==> src/rtl/alu_ctrl_pkg.sv <==
// alu_ctrl_pkg: shared state encoding and op codes for the shared-alu arbiter
package alu_ctrl_pkg;
  typedef enum logic [1:0] {IDLE, EXEC, RESP} state_t;
  localparam logic [2:0] OP_ADD = 3'd0;
  localparam logic [2:0] OP_SUB = 3'd1;
  localparam logic [2:0] OP_MUL = 3'd2;
  localparam logic [2:0] OP_SHR = 3'd3;
  localparam logic [2:0] OP_SHL = 3'd4;
  localparam logic [2:0] OP_MAX = 3'd4;
endpackage

==> src/rtl/alu_rr_arb2.sv <==
// alu_rr_arb2: two-way round-robin arbiter, favours the requester not granted last
module alu_rr_arb2 (
  input  logic       clk,
  input  logic       rst,
  input  logic [1:0] req,
  input  logic       acc,
  output logic [1:0] gnt
);
  logic last_q;
  assign gnt[0] = req[0] & (~req[1] | last_q);
  assign gnt[1] = req[1] & (~req[0] | ~last_q);
  // remember the winner only when the grant is actually taken
  always_ff @(posedge clk)
    if (rst) last_q <= 1'b1;
    else if (acc) last_q <= gnt[1];
endmodule

==> src/rtl/alu_share_arb.sv <==
// alu_share_arb: shares one external alu between two requesters with a 3-state handshake
import alu_ctrl_pkg::*;
module alu_share_arb (
  input  logic        clk,
  input  logic        rst,
  input  logic        req0_valid,
  input  logic        req1_valid,
  output logic        req0_ready,
  output logic        req1_ready,
  input  logic [31:0] req0_a,
  input  logic [31:0] req1_a,
  input  logic [31:0] req0_b,
  input  logic [31:0] req1_b,
  input  logic [3:0]  req0_f,
  input  logic [3:0]  req1_f,
  output logic        rsp_valid,
  input  logic        rsp_ready,
  output logic        rsp_id,
  output logic [31:0] rsp_r,
  output logic        rsp_err,
  output logic [31:0] alu_a,
  output logic [31:0] alu_b,
  output logic [3:0]  alu_f,
  input  logic [31:0] alu_r,
  output logic        busy,
  output logic [15:0] op_count
);
  state_t      state_q, state_d;
  logic [1:0]  gnt;
  logic        acc, hs;
  logic [31:0] a_q, b_q, r_q;
  logic [3:0]  f_q;
  logic        id_q, err_q;
  logic [15:0] cnt_q;
  alu_rr_arb2 u_arb (
    .clk(clk),
    .rst(rst),
    .req({req1_valid, req0_valid}),
    .acc(acc),
    .gnt(gnt)
  );
  // accept only from IDLE, held off while in reset so every output reads 0
  always_comb begin
    acc = (state_q == IDLE) & (|gnt) & ~rst;
    hs = (state_q == RESP) & rsp_ready;
    state_d = acc ? EXEC : (state_q == EXEC) ? RESP : hs ? IDLE : state_q;
  end
  // state, operand, result and counter registers
  always_ff @(posedge clk)
    if (rst) begin
      state_q <= IDLE;
      a_q <= '0;
      b_q <= '0;
      f_q <= '0;
      id_q <= 1'b0;
      r_q <= '0;
      err_q <= 1'b0;
      cnt_q <= '0;
    end else begin
      state_q <= state_d;
      if (acc) begin
        a_q <= gnt[1] ? req1_a : req0_a;
        b_q <= gnt[1] ? req1_b : req0_b;
        f_q <= gnt[1] ? req1_f : req0_f;
        id_q <= gnt[1];
      end
      if (state_q == EXEC) begin
        err_q <= f_q[3:1] > OP_MAX;
        r_q <= (f_q[3:1] > OP_MAX) ? '0 : alu_r;
      end
      if (hs && !err_q && cnt_q != 16'hFFFF) cnt_q <= cnt_q + 16'd1;
    end
  assign req0_ready = acc & gnt[0];
  assign req1_ready = acc & gnt[1];
  assign rsp_valid = state_q == RESP;
  assign rsp_id = id_q;
  assign rsp_r = r_q;
  assign rsp_err = err_q;
  assign alu_a = a_q;
  assign alu_b = b_q;
  assign alu_f = f_q;
  assign busy = state_q != IDLE;
  assign op_count = cnt_q;
endmodule

==> config.mk <==
export PLATFORM = sky130hd
export DESIGN_NAME = alu_share_arb
export DESIGN_NICKNAME = d
export VERILOG_FILES = /design/src/rtl/alu_ctrl_pkg.sv /design/src/rtl/alu_rr_arb2.sv /design/src/rtl/alu_share_arb.sv
export SDC_FILE = /design/constraint.sdc
export NUM_CORES = 1
export LEC_CHECK = 0
export ABC_CLOCK_PERIOD_IN_PS = 2170
export CAP_MARGIN = 20
export CELL_PAD_IN_SITES_DETAIL_PLACEMENT = 2
export CELL_PAD_IN_SITES_GLOBAL_PLACEMENT = 2
export CORE_UTILIZATION = 21
export DETAILED_ROUTE_END_ITERATION = 6
export PLACE_DENSITY_LB_ADDON = 0.25
export REMOVE_ABC_BUFFERS = 1
export SETUP_SLACK_MARGIN = 0.2
export SKIP_LAST_GASP = 1
export SLEW_MARGIN = 20
export SYNTH_ARGS = -nofsm -noshare
export SYNTH_HDL_FRONTEND = slang
export SYNTH_SLANG_ARGS = --single-unit
==> constraint.sdc <==
create_clock -name clk -period 2.17 [get_ports clk]
set_clock_uncertainty 0.2 [all_clocks]
set_input_delay 0.217 -clock clk [delete_from_list [all_inputs] [get_ports clk]]
set_output_delay 0.217 -clock clk [all_outputs]
set_load 0.1 [all_outputs]
==> metrics.txt, run 1 <==
Netlist cell types=39; CTS H-tree lvls=4; DP HPWL=16,170 um; Max Fclk=467.6 MHz; Finish-stage setup viols=0; clock tree buffer depth=2; placed cell area=8295 sq um; Syn Inst Count=536; Required @ worst endpoint=1.75 ns; Crit-path slowest cell=dfxtp_2; fin crit share=0.9856; Skew-Pair Late Insertion Delay=0.41 ns; WP buf/inv=2; total global-route track usage=0.1685; max-slew violation count=0; shortest period the worst path allows=2.139 ns; post-layout instance area=9245 sq um; Hold Path Class=in -> reg; EDFF count, synth=0; Iter 0 DRT Violations=153; Num CTS Buffers=17; layout cells sized above 1=0.2933; Global Route met1 Usage=0.1719; status=completed; Crit path top cell by count=or2_4; Tot Pwr=8.751 mW; Routed WL=21,280 um; CTS tree=yes; CP Launch Type=register; syn avg cell area=9.433 sq um; synth warn=0; most frequent cells in the layout=171 x clkdlybuf4s50_1, 156 x buf_4, 109 x nor2_1; Cell Chain, Critical Path=or2_4 -> or2_4 -> nor3b_2 -> buf_4 -> buf_12; share of flip-flops with an asynchronous set or reset=0; Netlist Area Pre-Place=5056 sq um; leading cell type in the layout, fill and taps excluded=clkdlybuf4s50_1; Root Buffer=clkbuf_16; clock sink total=121; Critical Path AT=1.72 ns; chip width=157.2 um; Seq/Total Area, Yosys=0.4791; IO Port Bufs=294; Crit Path Class=reg -> out; largest net degree at the start of global routing=61; Clk pin slew, worst setup/hold paths=0.06 ns; via count=5,420; final hold vios=0; Max-cap violations=0; DRC=0; FP Rows=56; Initial DRT Pass Iterations=4; CP max stage delay=0.33 ns; IO Count=295; area delta synth->final=82.85%; first-pass GRT wire length=31,620 um; Slew headroom=0.6249; P per Cell Area=946.5 nW/um^2; Leakage Power=3.760 nW; Core Area=23,540 sq um; Nets=1,027; initial antenna violation count=0; Worst setup EP type=primary output; vias in the first global route=5,933; met3 Use GR=0.07104; grt met2 use=0.3032; gr busiest metal=met2; peak supply drop=0.4693 mV; Antenna diodes=0; ANT nets after route=0; initial core utilization=0.2148; crit-path max FO=3; Post-synth top flop=dfxtp_1; delay-heaviest family, CP=simple AND/OR/NAND/NOR gates; Die Ht=157.2 um; die area=24,700 sq um; WL/cell=17.96 um; RePlAce Congestion=0.7611; Fin Setup TNS=0 ns; RSZ-0062 raised after global routing=yes; detail-routed via count per cell=4.574; grt ovf=0; Yosys reg bits=121; Worst Tran Pin Value=0.5626 ns
cell type report:
class | count | area, sq um
timing repair buffer | 345 | 3181
clock inverter | 13 | 196.4
clock buffer | 19 | 442.9
tap | 319 | 399.1
fill | 2548 | 14300
sequential | 121 | 2444
multi-input combinational | 364 | 2567
inverter | 4 | 15.01
what timing repair did:
item,4_1_cts,5_1_grt
resized for setup,10,49
hold buffers,1,0
endpoints found under the hold margin,7,0
gates cloned,0,1
pin swaps,4,10
buffers inserted,2,12
setup endpoints to repair,15,18
final timing paths:
check              from      endpoint  slack (ns)  depth (start not counted)
max          state_q[1]    req1_ready        0.03                          5
min           alu_r[23]     rsp_r[23]        0.23                          3
max reg2reg  state_q[1]  op_count[14]        0.10                          8
min reg2reg      rsp_id        rsp_id        0.27                          2
through the flow:
| step | cells | hold slack, ns | setup slack [ns] | util |
|---|---|---|---|---|
| global placement | 1137 | 0.2502 | 0.02601 | 0.3524 |
| global route | 1185 | 0.2414 | -0.01357 | 0.3927 |
| CTS | 1172 | 0.2135 | 0.02331 | 0.3820 |
| floorplan | 489 | 0.08607 | -9.560 | - |
| detailed placement | 1137 | 0.2654 | -0.07421 | 0.3524 |
| finish | 1185 | 0.2328 | 0.03128 | 0.3927 |
power breakdown:
group	switching (mW)	internal, mW
sequential	0.129	2.44
clock	1.08	1.96
combinational	2.21	0.920
worst register-to-register path, delay by kind of cell (launching register included):
kind | cells | cell delay [ns]
flops | 1 | 0.34
mux | 1 | 0.32
buf+inv | 4 | 0.43
simple gates | 3 | 0.67
registers in the layout, summed over array words and instances (netlist names):
name          count
alu_a            32
alu_b            32
rsp_r            32
op_count         16
alu_f             4
state_q           2
rsp_err           1
rsp_id            1
u_arb.last_q      1
synth_stat cells, drive strengths merged, types with 2 or more instances:
cell / n / area [sq um]
or4: 6 / 45.04
a22oi: 32 / 240.2
inv: 4 / 15.01
or3: 4 / 30.03
and4: 2 / 17.52
nand4: 6 / 37.54
mux2i: 69 / 690.7
o31ai: 5 / 37.54
o21ai: 4 / 20.02
a21oi: 14 / 70.07
and3: 2 / 13.77
nand2: 9 / 33.78
nor2: 111 / 416.7
buf: 23 / 116.4
nor3: 2 / 10.01
mux2: 2 / 22.52
dfxtp: 121 / 2422
nand3: 7 / 35.03
or2: 2 / 12.51
a211oi: 70 / 525.5
nor2b: 2 / 12.51
nor4: 3 / 18.77
clkbuf: 24 / 100.1
cell families (layout without fill, tap and decap cells):
| group | after synthesis | in the layout | synth area share |
|---|---|---|---|
| xor gates and xnor gates | 1 | 1 | 0.001733 |
| buffers and inverters | 51 | 381 | 0.04578 |
| DFF | 121 | 121 | 0.4791 |
| adders and majority gates | 1 | 1 | 0.002474 |
| AOI/OAI and AO/OA | 131 | 131 | 0.1881 |
| muxes | 71 | 71 | 0.1411 |
| and+or+nand+nor | 160 | 160 | 0.1418 |
layer usage:
layer | wire length [um] | part of all wire
met3 | 2020 | 0.095
met4 | 457 | 0.021
met5 | 0 | 0
met1 | 7821 | 0.37
met2 | 10990 | 0.52
Power figures use the tool's default switching activity.
==> run 2, diff against run 1 <==
--- a/config.mk
+++ b/config.mk
@@ -12,7 +12,6 @@
 export CORE_UTILIZATION = 21
 export DETAILED_ROUTE_END_ITERATION = 6
 export PLACE_DENSITY_LB_ADDON = 0.25
-export REMOVE_ABC_BUFFERS = 1
 export SETUP_SLACK_MARGIN = 0.2
 export SKIP_LAST_GASP = 1
 export SLEW_MARGIN = 20
==> metrics.txt, run 2 (same netlist as run 1, synthesis figures left out) <==
status=completed; vias in the first global route=5,861; initial core utilization=0.2148; shortest period the worst path allows=2.099 ns; fin worst setup slack=0.07110 ns; Critical Path AT=1.68 ns; Skew-Pair Late Insertion Delay=0.42 ns; Max-cap violations=0; largest net degree at the start of global routing=74; die area=24,700 sq um; area delta synth->final=79.83%; Hold Path Class=in -> reg; Tot Pwr=8.769 mW; gr busiest metal=met2; Num CTS Buffers=17; chip width=157.2 um; Finished Layout Cells=1,162; Nets=1,002; Post-CTS Hold Buffers=0; WL/cell=18.83 um; fin crit share=0.9672; Required @ worst endpoint=1.75 ns; IO Port Bufs=294; Root Buffer=clkbuf_16; Core Area=23,540 sq um; Max Fclk=476.4 MHz; layout cells sized above 1=0.2687; Leakage Power=3.642 nW; DP Cell Count=1,116; RSZ-0062 raised after global routing=yes; Iter 0 DRT Violations=123; final hold vios=0; fin util=0.3862; Routed WL=21,880 um; Hold Slack=0.01626 ns; Place WS=0.001424 ns; Crit Path Class=reg -> out; Global Route met1 Usage=0.1788; via count=5,287; Finish-stage setup viols=0; Fin Setup TNS=0 ns; Crit-path slowest cell=dfxtp_4; Slew headroom=0.6935; DRC=0; DP HPWL=15,800 um; CP startpoint=state_q[1]; Filler cells=2,577; crit-path max FO=5; P per Cell Area=964.4 nW/um^2; initial antenna violation count=2; leading cell type in the layout, fill and taps excluded=clkdlybuf4s50_1; CP Launch Type=register; Crit path top cell by count=or2_4; met3 Use GR=0.05341; IO Count=295; grt ovf=0; Die Ht=157.2 um; Critical R2R Capture=op_count[9]; Cell Chain, Critical Path=or2_4 -> or2_4 -> nor3b_4 -> buf_12; FP Rows=56; CTS tree=yes; CP max stage delay=0.35 ns; most frequent cells in the layout=171 x clkdlybuf4s50_1, 134 x buf_4, 109 x nor2_1; Clk pin slew, worst setup/hold paths=0.07 ns; post-layout instance area=9092 sq um; peak supply drop=0.3449 mV; ANT nets after route=0; clock tree buffer depth=2; detail-routed via count per cell=4.550; Worst Tran Pin Value=0.4585 ns; total global-route track usage=0.1731; clock sink total=121; Mapped Nets=710; R2R Setup Slk=0.16 ns; Worst setup EP type=primary output; R2R Path Start=state_q[0]; CTS H-tree lvls=4; RePlAce Congestion=0.7228; Initial DRT Pass Iterations=5; first-pass GRT wire length=32,310 um; max-slew violation count=0; placed cell area=8262 sq um; crit path to=req1_ready; grt met2 use=0.3209; R2R depth=6
==> run 2: power breakdown <==
| part | switching (mW) | internal [mW] | total (mW) |
|---|---|---|---|
| Combinational | 2.22 | 0.918 | 3.14 |
| Clock | 1.18 | 1.90 | 3.08 |
| Sequential | 0.129 | 2.42 | 2.55 |
==> run 2: cell type report <==
type / count / area [sq um] / area share
Timing Repair Buffer: 320 / 3019 / 0.3320
Multi-Input combinational cell: 364 / 2529 / 0.2781
Sequential cell: 121 / 2494 / 0.2743
Clock buffer: 18 / 450.4 / 0.04954
Tap cell: 319 / 399.1 / 0.04390
Clock inverter: 14 / 181.4 / 0.01995
Inverter: 4 / 15.01 / 0.001651
Antenna cell: 2 / 5.005 / 0.0005504
==> run 2: how the worst min path moves through the flow <==
stage / startpoint / cells past startpoint / endpoint
finish: rst / 2 / op_count[1]
global route: rst / 2 / state_q[1]
CTS: rst / 2 / op_count[1]
detailed placement: rsp_id / 2 / rsp_id
global placement: rsp_id / 2 / rsp_id
floorplan: alu_r[0] / 2 / rsp_r[0]
==> run 2: what timing repair did <==
| item | 4_1_cts | 5_1_grt |
|---|---|---|
| setup buffers | 3 | 7 |
| resized for setup | 3 | 10 |
| setup endpoints to repair | 3 | 46 |
| gates cloned | 0 | 2 |
| pin swaps | 3 | 7 |
==> run 2: worst max-delay path, delay by kind of cell (launching register included) <==
kind | cells | cell delay, ns
simple gates | 3 | 0.71
flops | 1 | 0.35
buf+inv | 1 | 0.20
==> run 2: per-layer routing <==
layer  wire, um  share of wire
met1       8434           0.39
met2      11470           0.52
met3       1387          0.063
met4        590          0.027
met5          0              0
